## src/rtl/mux4way16.sv

```systemverilog
// ---------------------------------------------------------------------------
// mux4way16
//
// Four-input word selector for the Hack-style datapath. A 2-bit select picks
// one of four WIDTH-bit words onto a purely combinational output, and a
// registered copy of the same word is provided one clock later for pipelined
// consumers.
//
// Ports
//   clk     in   1      system clock, state updates on the rising edge
//   rst     in   1      synchronous, active-high reset (clears out_q only)
//   a       in   WIDTH  word selected when select = 2'b00
//   b       in   WIDTH  word selected when select = 2'b01
//   c       in   WIDTH  word selected when select = 2'b10
//   d       in   WIDTH  word selected when select = 2'b11
//   select  in   2      word select
//   out     out  WIDTH  combinational selected word, independent of clk/rst
//   out_q   out  WIDTH  registered selected word, one cycle behind out
// ---------------------------------------------------------------------------
module mux4way16 #(
    parameter int WIDTH = 16
) (
    input  logic             clk,
    input  logic             rst,
    input  logic [WIDTH-1:0] a,
    input  logic [WIDTH-1:0] b,
    input  logic [WIDTH-1:0] c,
    input  logic [WIDTH-1:0] d,
    input  logic [1:0]       select,
    output logic [WIDTH-1:0] out,
    output logic [WIDTH-1:0] out_q
);

    logic [WIDTH-1:0] out_d;

    // All four codes are legal. The leading X assignment only matters when
    // select itself is X/Z in simulation; synthesis treats it as don't-care.
    always_comb begin
        out_d = {WIDTH{1'bx}};
        case (select)
            2'b00: out_d = a;
            2'b01: out_d = b;
            2'b10: out_d = c;
            2'b11: out_d = d;
            default: out_d = {WIDTH{1'bx}};
        endcase
    end

    assign out = out_d;

    // Reset has priority over the data path; out itself is never gated by rst.
    always_ff @(posedge clk) begin
        if (rst) begin
            out_q <= '0;
        end else begin
            out_q <= out_d;
        end
    end

endmodule

```

## config.mk

```make
export PLATFORM = sky130hd
export DESIGN_NAME = mux4way16
export DESIGN_NICKNAME = d
export VERILOG_FILES = /design/src/rtl/mux4way16.sv
export SDC_FILE = /design/constraint.sdc
export NUM_CORES = 1
export LEC_CHECK = 0
export BUFFER_PORTS_ARGS = -buffer_cell sky130_fd_sc_hd__clkbuf_2
export CAP_MARGIN = 30
export CORE_MARGIN = 2
export CORE_UTILIZATION = 32
export DETAILED_ROUTE_END_ITERATION = 16
export GPL_TIMING_DRIVEN = 0
export HOLD_SLACK_MARGIN = 0.12
export MAX_ROUTING_LAYER = met4
export PLACE_DENSITY = 0.79
export SLEW_MARGIN = 30
export SYNTH_ARGS = -nofsm -noshare
export SYNTH_HDL_FRONTEND = slang
export SYNTH_SLANG_ARGS = --single-unit
```

## constraint.sdc

```tcl
create_clock -name clk -period 1.8 [get_ports clk]
set_clock_uncertainty 0.15 [all_clocks]
set_input_delay 0.36 -clock clk [delete_from_list [all_inputs] [get_ports clk]]
set_output_delay 0.36 -clock clk [all_outputs]
set_load 0.02 [all_outputs]
```

==> key figures <==
Timing
  – Final worst-path cycle share: 0.994
  – Worst-Margin Slew: about 0.37 ns
  – Max-slew headroom: 0.750
  – Setup-failing EPs final: 0
  – Fmax: 559 MHz
  – Pins Over Slew Limit: 0
  – RSZ-0062 raised after global routing: yes
  – Post-layout minimum cycle time: 1.79 ns
  – Hold Fails Final Rpt: 0

Worst setup path
  – Critical path data required time: 1.29 ns
  – Worst-path maximum fanout: 5
  – Critical Path Max Stage Delay: 0.54 ns
  – CP endpoint kind: output pin
  – Setup CP Type: in -> out
  – Crit path launch type: input pin
  – WP data arrival: approximately 1.3 ns
  – CP Cell Sequence: buf_12 > buf_12 > mux4_2 > buf_8
  – Most frequent CP cell: buf_12
  – Crit-path slowest cell: mux4_2

Place
  – Dpl cells: 180
  – RePlAce Congestion: 0.764
  – Area after DPL: 1340 um^2
  – HPWL after DPL: between 2 and 2.5 mm
  – PortBufs: 97

Finish
  – Commonest non-fill, non-tap cell in the layout: clkbuf_2
  – Layout cell share with drive strength beyond 1: 0.788
  – Largest registers: out_q x16
  – Commonest non-fill, non-tap cells in the layout: clkbuf_2 (94), mux4_2 (16), nor2b_1 (16), dfxtp_1 (16), buf_12 (4)
  – Layout Area Growth over Synthesis: 80.6%
  – Final Non-Filler Cells: around 190
  – Max reg flops: 16
  – Nets: 226
  – Biggest register: out_q
  – Fin area: 1480 um^2
  – ANT cells: 0
  – Fillers: 227

Clocking
  – Hold buffers post-CTS: 0
  – CTS Buffer Depth: 2
  – CTS Sinks: 16
  – CTS tree: done
  – CTS Root Cell: clkbuf_4
  – Clock-pin transition on the worst setup and hold timing paths: roughly 0.080 ns
  – H-tree levels: 1
  – TritonCTS Buffers: 3

GRT
  – GRT Resource Usage Total: 0.179
  – First-pass GRT wire length: 3.51 mm
  – Initial antenna violation count: 0
  – Met3 GRT Util: 0.0164
  – Remaining Overflow, GRT: 0
  – Met1 usage: 0.198
  – Most Crowded Layer GR: met2
  – Vias in the first global route: about 780
  – Pin count of the biggest net entering global routing: 11
  – Met2 Usage GRT: 0.313

Die
  – Die Ht: 54.5 um
  – Boundary Pins: 100
  – Num rows: 18
  – Total Die Area: 2970 um^2
  – Chip width: 54.5 um
  – Initial core utilization: 0.333
  – Core box area: 2450 um^2

Synth
  – Syn Nets: 121
  – Post-synthesis sequential area ratio: 0.392
  – Flops & latches, synth: 16
  – Ys Warns: 0
  – Cell count after synthesis: 53
  – Area leader, netlist: mux4_2
  – Syn_area_per_cell: 15.4 um^2
  – Post-Syn Area: 817 um^2
  – Synth area leaders: mux4_2 (44%), dfxtp_1 (39%), nor2b_1 (12%)
  – Post-synthesis cell type count: 6
  – Post-synth top area share: 0.441

Routing
  – Post-route antenna net violation count: 0
  – Initial DRC count: 10
  – Drt wl/cell: 13.6 um
  – Via count: 844
  – DR DRC count: 0
  – Drt via density: 4.54
  – WL final: 2.53 mm
  – Drt first pass iters: 4

Power
  – Power per cell area: 639 nW/um^2
  – Pleak: 0.000759 uW
  – Clock Power Share: 0.186
  – Sw frac: 0.301
  – Switch Pwr: ~280 uW
  – Comb pwr share: 0.401
  – Sequential Power Share: 0.413
  – Worst VDD drop: roughly 0.42 mV
  – Int Power: 659 uW

Worst hold path
  – HP Start: rst
  – WHS Endpoint: out_q[11]
  – Class of the worst hold path: in -> reg
  – Worst Hold Path Cells: 2

Outcome
  – Status: finished, final reports clean

Flow run
  – Count of maximum capacitance violations: 0
[metrics by stage]
stage	TNS (ns)	worst slack, ns	hold WS [ns]	utilization	power, uW
2_1_floorplan	0	0.0503	0.282	-	596
3_3_place_gp	-0.862	-0.100	0.462	0.546	735
3_5_place_dp	-0.954	-0.110	0.471	0.546	742
4_1_cts	-0.00158	-0.00158	0.168	0.598	943
5_1_grt	-0.00196	-0.00196	0.172	0.601	988
6_report	0	0.0111	0.171	0.601	943
[worst max-delay path by stage]
stage	start	to	slack, ns	cells after the start
after global placement	select[0]	out[10]	-0.10	4
final	select[0]	out[10]	0.01	4
after CTS	select[0]	out[10]	-0.002	4
after detailed placement	select[0]	out[10]	-0.11	4
after floorplan	select[0]	out[10]	0.05	3
after global routing	select[0]	out[10]	-0.002	4
[worst max-delay path, delay by kind of cell]
kind                   cells  cell delay [ns]
buffers and inverters      3             0.38
muxes                      1             0.54
[area by class of cell]
cell class | count | area [um^2] | share of cell area
sequential | 16 | 320 | 0.217
buffer | 5 | 56.3 | 0.0382
multi-input combinational | 32 | 460 | 0.312
clock buffer | 3 | 22.5 | 0.0153
timing repair buffer | 100 | 578 | 0.392
tap | 30 | 37.5 | 0.0254
[power by group through the flow]
stage	registers (uW)	logic [uW]	clock network [uW]
after floorplan	435	162	0
after global placement	397	338	0
after detailed placement	398	344	0
after CTS	390	376	178
after global routing	392	402	194
final	389	378	175
[cell families (layout without fill, tap and decap cells)]
logic type             count (synthesis)  in the layout  synth area share
muxes                                 16             16             0.441
DFF                                   16             16             0.392
and+or+nand+nor                       16             16             0.123
buffers and inverters                  5            108            0.0444
[timing repair]
item | CTS | global route
pin swaps | 0 | 0
cloned | 1 | 0
gates resized for setup | 10 | 4
setup endpoints to repair | 10 | 2
setup buffers | 2 | 0
[per-layer routing]
layer / share of wire / wire (um)
met1: 0.35 / 880
met2: 0.58 / 1450
met3: 0.051 / 129
met4: 0.024 / 61
met5: 0 / 0
[cells in the mapped netlist]
cell type and instances:
buf_6 2, buf_2 2, mux4_2 16, clkbuf_1 1, dfxtp_1 16, nor2b_1 16
(Power assumes the default switching activity.)
